$ cat src/rtl/arbiter_lv1_lv2.sv
// Round-robin arbiter for the shared lv1-lv2 bus: one processor owner at a
// time (dl/il per core), plus one snoop grant to a core other than the owner's.
// Ports:
//   clk, rst                 : clock, synchronous active-high reset
//   bus_lv1_lv2_req_proc     : processor requests, 2*c = core c dl, 2*c+1 = core c il
//   bus_lv1_lv2_req_snoop    : snoop requests, one per core
//   bus_lv1_lv2_gnt_proc     : registered one-hot-or-zero processor grant
//   bus_lv1_lv2_gnt_snoop    : registered one-hot-or-zero snoop grant
//   bus_busy                 : OR of all grant bits
//   proc_owner               : index of current processor owner, 0 when none
module arbiter_lv1_lv2 #(
    parameter int NUM_CORES    = 4,
    parameter int NUM_PROC_REQ = 2 * NUM_CORES
) (
    input  logic                            clk,
    input  logic                            rst,
    input  logic [NUM_PROC_REQ-1:0]         bus_lv1_lv2_req_proc,
    input  logic [NUM_CORES-1:0]            bus_lv1_lv2_req_snoop,
    output logic [NUM_PROC_REQ-1:0]         bus_lv1_lv2_gnt_proc,
    output logic [NUM_CORES-1:0]            bus_lv1_lv2_gnt_snoop,
    output logic                            bus_busy,
    output logic [$clog2(NUM_PROC_REQ)-1:0] proc_owner
);

    localparam int PW = $clog2(NUM_PROC_REQ);
    localparam int CW = (NUM_CORES > 1) ? $clog2(NUM_CORES) : 1;

    typedef enum logic [1:0] {
        IDLE,
        PROC,
        PROC_SNOOP,
        SNOOP_DRAIN
    } state_t;

    state_t                  state, state_n;
    logic [PW-1:0]           rr_proc_ptr, rr_proc_ptr_n;
    logic [CW-1:0]           rr_snoop_ptr, rr_snoop_ptr_n;
    logic [CW-1:0]           snoop_idx, snoop_idx_n;
    logic [NUM_PROC_REQ-1:0] gnt_proc_n;
    logic [NUM_CORES-1:0]    gnt_snoop_n;
    logic [PW-1:0]           proc_owner_n;

    logic                    proc_found;
    logic [PW-1:0]           proc_pick;
    logic                    snoop_found;
    logic [CW-1:0]           snoop_pick;
    logic [CW-1:0]           owner_core;
    logic                    proc_held;
    logic                    snoop_held;
    logic [PW-1:0]           proc_ptr_after;
    logic [CW-1:0]           snoop_ptr_after;
    int                      pidx;
    int                      sidx;

    assign owner_core = CW'(proc_owner >> 1);
    assign proc_held  = bus_lv1_lv2_req_proc[proc_owner];
    assign snoop_held = bus_lv1_lv2_req_snoop[snoop_idx];

    // Pointer values used when the current owner / snoop holder releases.
    assign proc_ptr_after  = (proc_owner == PW'(NUM_PROC_REQ - 1)) ?
                             '0 : proc_owner + PW'(1);
    assign snoop_ptr_after = (snoop_idx == CW'(NUM_CORES - 1)) ?
                             '0 : snoop_idx + CW'(1);

    assign bus_busy = (|bus_lv1_lv2_gnt_proc) || (|bus_lv1_lv2_gnt_snoop);

    // First requesting processor at or after rr_proc_ptr, wrapping.
    always_comb begin
        proc_found = 1'b0;
        proc_pick  = '0;
        pidx       = 0;
        for (int i = 0; i < NUM_PROC_REQ; i++) begin
            pidx = int'(rr_proc_ptr) + i;
            if (pidx >= NUM_PROC_REQ)
                pidx = pidx - NUM_PROC_REQ;
            if (!proc_found && bus_lv1_lv2_req_proc[PW'(pidx)]) begin
                proc_found = 1'b1;
                proc_pick  = PW'(pidx);
            end
        end
    end

    // First snooping core at or after rr_snoop_ptr, skipping the owner's core.
    always_comb begin
        snoop_found = 1'b0;
        snoop_pick  = '0;
        sidx        = 0;
        for (int i = 0; i < NUM_CORES; i++) begin
            sidx = int'(rr_snoop_ptr) + i;
            if (sidx >= NUM_CORES)
                sidx = sidx - NUM_CORES;
            if (!snoop_found && bus_lv1_lv2_req_snoop[CW'(sidx)] &&
                (CW'(sidx) != owner_core)) begin
                snoop_found = 1'b1;
                snoop_pick  = CW'(sidx);
            end
        end
    end

    always_comb begin
        state_n        = state;
        gnt_proc_n     = bus_lv1_lv2_gnt_proc;
        gnt_snoop_n    = bus_lv1_lv2_gnt_snoop;
        proc_owner_n   = proc_owner;
        snoop_idx_n    = snoop_idx;
        rr_proc_ptr_n  = rr_proc_ptr;
        rr_snoop_ptr_n = rr_snoop_ptr;
        unique case (state)
            IDLE: begin
                if (proc_found) begin
                    gnt_proc_n            = '0;
                    gnt_proc_n[proc_pick] = 1'b1;
                    proc_owner_n          = proc_pick;
                    state_n               = PROC;
                end
            end
            PROC: begin
                if (!proc_held) begin
                    gnt_proc_n    = '0;
                    proc_owner_n  = '0;
                    rr_proc_ptr_n = proc_ptr_after;
                    state_n       = IDLE;
                end else if (snoop_found) begin
                    gnt_snoop_n             = '0;
                    gnt_snoop_n[snoop_pick] = 1'b1;
                    snoop_idx_n             = snoop_pick;
                    state_n                 = PROC_SNOOP;
                end
            end
            PROC_SNOOP: begin
                if (!proc_held) begin
                    gnt_proc_n    = '0;
                    proc_owner_n  = '0;
                    rr_proc_ptr_n = proc_ptr_after;
                end
                if (!snoop_held) begin
                    gnt_snoop_n    = '0;
                    rr_snoop_ptr_n = snoop_ptr_after;
                end
                if (!proc_held && !snoop_held)
                    state_n = IDLE;
                else if (!proc_held)
                    state_n = SNOOP_DRAIN;
                else if (!snoop_held)
                    state_n = PROC;
            end
            SNOOP_DRAIN: begin
                if (!snoop_held) begin
                    gnt_snoop_n    = '0;
                    rr_snoop_ptr_n = snoop_ptr_after;
                    state_n        = IDLE;
                end
            end
            default: state_n = IDLE;
        endcase
    end

    always_ff @(posedge clk) begin
        if (rst) begin
            state                 <= IDLE;
            bus_lv1_lv2_gnt_proc  <= '0;
            bus_lv1_lv2_gnt_snoop <= '0;
            proc_owner            <= '0;
            snoop_idx             <= '0;
            rr_proc_ptr           <= '0;
            rr_snoop_ptr          <= '0;
        end else begin
            state                 <= state_n;
            bus_lv1_lv2_gnt_proc  <= gnt_proc_n;
            bus_lv1_lv2_gnt_snoop <= gnt_snoop_n;
            proc_owner            <= proc_owner_n;
            snoop_idx             <= snoop_idx_n;
            rr_proc_ptr           <= rr_proc_ptr_n;
            rr_snoop_ptr          <= rr_snoop_ptr_n;
        end
    end

endmodule

$ cat config.mk
export PLATFORM = sky130hd
export DESIGN_NAME = arbiter_lv1_lv2
export DESIGN_NICKNAME = d
export VERILOG_FILES = /design/src/rtl/arbiter_lv1_lv2.sv
export SDC_FILE = /design/constraint.sdc
export NUM_CORES = 1
export LEC_CHECK = 0
export ABC_AREA = 1
export ABC_CLOCK_PERIOD_IN_PS = 3600
export BUFFER_PORTS_ARGS = -buffer_cell sky130_fd_sc_hd__buf_2
export CAP_MARGIN = 20
export CORE_MARGIN = 2
export CORE_UTILIZATION = 55
export CTS_BUF_LIST = sky130_fd_sc_hd__clkbuf_4
export CTS_CLUSTER_SIZE = 28
export DETAILED_ROUTE_END_ITERATION = 6
export MAX_ROUTING_LAYER = met4
export PLACE_DENSITY = 0.76
export SYNTH_ARGS = -nofsm -noshare
export SYNTH_HDL_FRONTEND = slang
export SYNTH_SLANG_ARGS = --single-unit
export TNS_END_PERCENT = 20
$ cat constraint.sdc
create_clock -name clk -period 3.6 [get_ports clk]
set_clock_uncertainty 0.05 [all_clocks]
set_input_delay 0.36 -clock clk [delete_from_list [all_inputs] [get_ports clk]]
set_output_delay 0.36 -clock clk [all_outputs]
set_load 0.005 [all_outputs]
Word-level counts from Yosys, hierarchy flattened
Cells that the tools add are included.
- equality and inequality tests: 17
- $lt $le $gt $ge: 30
- multiplexer cells: 100
- add/subtract/negate cells: 24
- reductions and logical operators: 43
- bitwise gates (word level): 2
- operators by type and width (operator ; number):
    two-way mux 3 bit ; 19
    < comparator 3 x 5 -> 1 bit (second input constant) ; 8
    two-way mux 1 bit ; 40
    two-way mux 2 bit ; 16
    >= comparator 4 bit (second input constant) ; 7
    binary-select mux 1 bit (select 3 bit) ; 9
    subtractor 3 x 1 -> 3 bit (second input constant) ; 8
    logical AND 1 bit ; 17
    adder 3 x 3 -> 4 bit (second input constant) ; 4
    < comparator 2 x 4 -> 1 bit (second input constant) ; 4
    two-way mux 8 bit ; 2
    case mux 8 bit (2 select lines) ; 1
    logical NOT 1 bit ; 12
    two-way mux 4 bit ; 3
    inequality test 2 bit (second input constant) ; 6
    binary-select mux 1 bit (select 2 bit) ; 5
    >= comparator 3 bit (second input constant) ; 3
    adder 3 x 2 -> 4 bit (second input constant) ; 2
    < comparator 3 x 4 -> 1 bit (second input constant) ; 2
    inequality test 2 bit ; 4
    case mux 2 bit (4 select lines) ; 1
    case mux 4 bit (2 select lines) ; 1
    AND reduction 4 bit ; 2
    OR reduction 8 bit ; 1
    27 further kinds ; 39
- logic and storage cells: 223
- input port bits: 14
- bits in registers: 24
- output and inout port bits: 16

Longest topological paths before layout
- depth after elaboration: 33
- depth in mapped cells: 21
- gate-level depth less buffers: 19

Worst setup path before layout
No wires, ideal clock.
- path kind: register to register
- start point: register rr_proc_ptr[0]
- end point: register bus_lv1_lv2_gnt_proc[5]
- setup time: 0.128 ns
- slack: 0.983 ns
- arrival time: 2.440 ns
- clock period less this slack: 2.617 ns
- cell stages (with the launch flop): 19
- required time: 3.422 ns
- path buffers: 2
- cell sequence: dfxtp_1 -> buf_6 -> inv_4 -> buf_6 -> ha_1 -> inv_1 -> nand3_2 -> nand3_2 -> nand2_2 -> nor2_8 -> nand4_4 -> nor2_4 -> nand4_2 -> nand3_2 -> inv_1 -> nand2_2 -> nor2_1 -> nor2_1 -> nor2_1
- cells in the longest elaborated chain, start to end: 33
- elaborated cells on any way between the ends: 94
- those cells by class: add/sub: 15; order compare: 10; eq/ne: 1; mux: 52; reduce/logical: 16
- ends and longest elaborated chain (element ; RTL line ; text):
    start, declared ; 36 ; logic [PW-1:0] rr_proc_ptr, rr_proc_ptr_n;
    start signal, assigned ; 173 ; rr_proc_ptr <= rr_proc_ptr_n;
    branches (longest 33 deep; another with adder 3 x 1 -> 4 bit) ; n/a ;
    end signal, assigned ; 169 ; bus_lv1_lv2_gnt_proc <= gnt_proc_n;
    end, declared ; 19 ; output logic [NUM_PROC_REQ-1:0] bus_lv1_lv2_gnt_proc,
Parallel ways; which one is timed is not known. The select of a mux whose other input is x is not followed.
A chain may end at the register's enable or synchronous reset.

Worst setup path in the final report
Ends and elaborated chain as after synthesis.

==> flow_metrics.py <==
metrics = {
    "run_status": {
        "status": "finished clean",
    },
    "global_routing": {
        "antenna_found_initial": 0,
        "grt_overflow": 0,
        "track_usage_pct": 25.2,
        "grt_pass1_vias": 2323,
        "grt_max_degree": 16,
        "grt_first_pass_wirelength_mm": 10.1,
    },
    "die": {
        "chipWidth_um": 69.4,
        "io_pins": 30,
        "start_util_pct": 57.9,
        "die_h_um": 69.4,
        "die_area_sq_um": 4810,
        "rows": 23,
        "core_sq_um": 4060,
    },
    "routing": {
        "dr_total_vias": 2367,
        "wl_per_cell_um": 12.4,
        "drtIter0Drc": 165,
        "avgViaCountPerCell": 5.37,
        "drc": 0,
        "ant_nets": 0,
        "drt_pass1_iterations": 4,
        "drt-total-wl_mm": 5.45,
    },
    "synthesis": {
        "synth_fp_nets": 389,
        "netlist_area_sq_um": 2350,
        "synth_top_area_share_pct": 20.4,
        "post_synth.cell_area_avg_sq_um": 6.44,
        "netlist_instances": 365,
        "ys_seq_elements": 24,
        "synth.distinct_cells": 40,
        "synthTopCellsByArea": "dfxtp_1 (20%), nand2_1 (15%), inv_1 (6.4%)",
        "ys_seq_area_share_pct": 20.4,
        "ys.warnings.count": 0,
        "yosys.area.top_type": "dfxtp_1",
    },
    "worst_setup_path": {
        "path_class": "reg2reg",
        "cp_max_fo": 11,
        "end_kind": "flop",
        "ff2ff_setup_slack_ns": 0.51,
        "critPathRequiredTime_ns": 3.81,
        "start_kind": "flop",
        "crit_arrival_ns": 3.29,
    },
    "clocking": {
        "cts_sinks": 24,
        "hold_buffers": 0,
        "cts_root_buf": "clkbuf_4",
        "clock_latency_ns": 0.32,
        "postCtsSetupBuffers": 0,
        "cts_made_buffers": 3,
        "cts_tree": "built",
        "cts_resized": 0,
        "clockBufferDepth": 2,
        "cts_htree_levels": 1,
        "clk_pin_slew_ns": 0.12,
    },
    "finish": {
        "drive_above_1_share_pct": 22.3,
        "diodes": 0,
        "multiInputGateArea_sq_um": 1640,
        "layout.area.seq_sq_um": 480,
        "fillers": 419,
        "nets": 416,
        "syn_to_final_growth_pct": 7.77,
    },
    "place": {
        "gp_congestion": 0.895,
        "numPortBuffers": 29,
        "dp_hpwl_mm": 4.41,
    },
    "timing": {
        "max_freq_mhz": 324,
        "finalSetupTns_ns": 0,
        "setup_viol": 0,
        "relSlewSlack_pct": 68.0,
        "hold_viol": 0,
        "post-route-min-period_ns": 3.09,
        "tightest_slew_ns": 0.478,
        "drv_slew": 0,
        "rsz0062_at_grt": "false",
        "finalCritPeriodShare_pct": 85.8,
    },
    "min_path": {
        "hp-class": "in2reg",
    },
    "job": {
        "maxCapViolCount": 0,
    },
}
## Yosys cell counts
library cell	number
nand3_2	15
clkbuf_2	1
inv_2	4
o211ai_2	1
nor2_1	29
a31oi_1	4
xnor2_1	4
o21ai_1	2
o21ai_0	20
nand3_4	1
clkbuf_1	1
a22oi_1	1
inv_4	1
nor2_4	6
dfxtp_1	24
nand4_4	1
nand2_4	2
nor2_8	1
buf_4	3
nand3_1	29
o211ai_1	5
nand3b_1	2
inv_1	40
and3_1	1
nand4_2	1
or2_2	1
a21oi_1	23
buf_6	2
nand4_1	4
nand2_2	14
nor3_1	1
xor2_1	3
o21bai_2	1
buf_2	1
nor2_2	4
nand2_1	97
nor4_1	3
o21ai_2	1
ha_1	10
a21boi_1	1
## per-stage QoR
stage          area (sq um)  hold slack (ns)  setup WS [ns]  std cells  util, %
3_3_place_gp           2510            0.421          0.663        437     61.8
4_1_cts                2530            0.317          0.546        441     62.4
2_1_floorplan          2350            0.379          0.983        365        -
5_1_grt                2530            0.342          0.216        441     62.4
3_5_place_dp           2510            0.421          0.572        437     61.8
6_report               2530            0.337          0.513        441     62.4
## flip-flops by register name (all words and copies together), names as in the netlist
register / cells
rr_proc_ptr: 3
snoop_idx: 2
rr_snoop_ptr: 2
proc_owner: 3
state: 2
bus_lv1_lv2_gnt_proc: 8
bus_lv1_lv2_gnt_snoop: 4
## cell type report
type,count,share of cell area [%]
flip-flops and latches,24,19.0
well taps,50,2.47
clock buffers,3,0.889
multi-input cells,288,64.7
inverters,45,6.77
repair buffers,30,6.02
clock inverters,1,0.148
## placed cells by master (no fill, tap or decap), types with 5 or more instances in the layout
master,netlist,final
nand2_1,97,97
inv_1,40,40
nand3_1,29,29
nor2_1,29,29
buf_2,1,29
dfxtp_1,24,24
a21oi_1,23,23
o21ai_0,20,20
nand3_2,15,15
nand2_2,14,14
ha_1,10,10
nor2_4,6,6
o211ai_1,5,5
## worst max-delay path: stages, from the launching register on
cell and delay [ns]:
dfxtp_1 0.60, inv_4 0.16, ha_1 0.44, inv_1 0.27, nand3_2 0.15, nand3_2 0.11
nand2_2 0.10, nor2_8 0.14, nand4_4 0.11, nor2_4 0.17, nand3_4 0.13, nand2_1 0.10
nand2_1 0.08, nand2_2 0.10, nand2_2 0.08, nor2_1 0.12, nor2_1 0.05, nor2_1 0.08
## path summary, 6_finish.rpt
path,cells after the start,from,endpoint
worst min-delay path,2,rst,bus_lv1_lv2_gnt_proc[7]
worst max-delay path,17,rr_proc_ptr[0],bus_lv1_lv2_gnt_proc[5]
worst max register to register,17,rr_proc_ptr[0],bus_lv1_lv2_gnt_proc[5]
worst min register to register,2,bus_lv1_lv2_gnt_snoop[1],bus_lv1_lv2_gnt_snoop[1]
## layer usage
layer	GRT usage [%]	vias to the layer above	routed length [um]
met4	5.66	0	46
met3	3.49	6	200
met5	-	-	0
li1	-	1245	-
met1	32.2	1063	2520
met2	42.4	53	2690
## logic make-up (layout without fill, tap and decap cells)
| family | Yosys count | after routing | synth area share [%] |
|---|---|---|---|
| AO/OA/AOI/OAI | 59 | 59 | 14.3 |
| XOR/XNOR | 7 | 7 | 2.61 |
| adder cells (fa/ha/maj) | 10 | 10 | 5.32 |
| buffers and inverters | 53 | 79 | 9.79 |
| flip-flops | 24 | 24 | 20.4 |
| AND/OR/NAND/NOR | 212 | 212 | 47.6 |
Power is not shown: default switching activity piles up to over one toggle a cycle in this logic, so the estimate is an artifact.
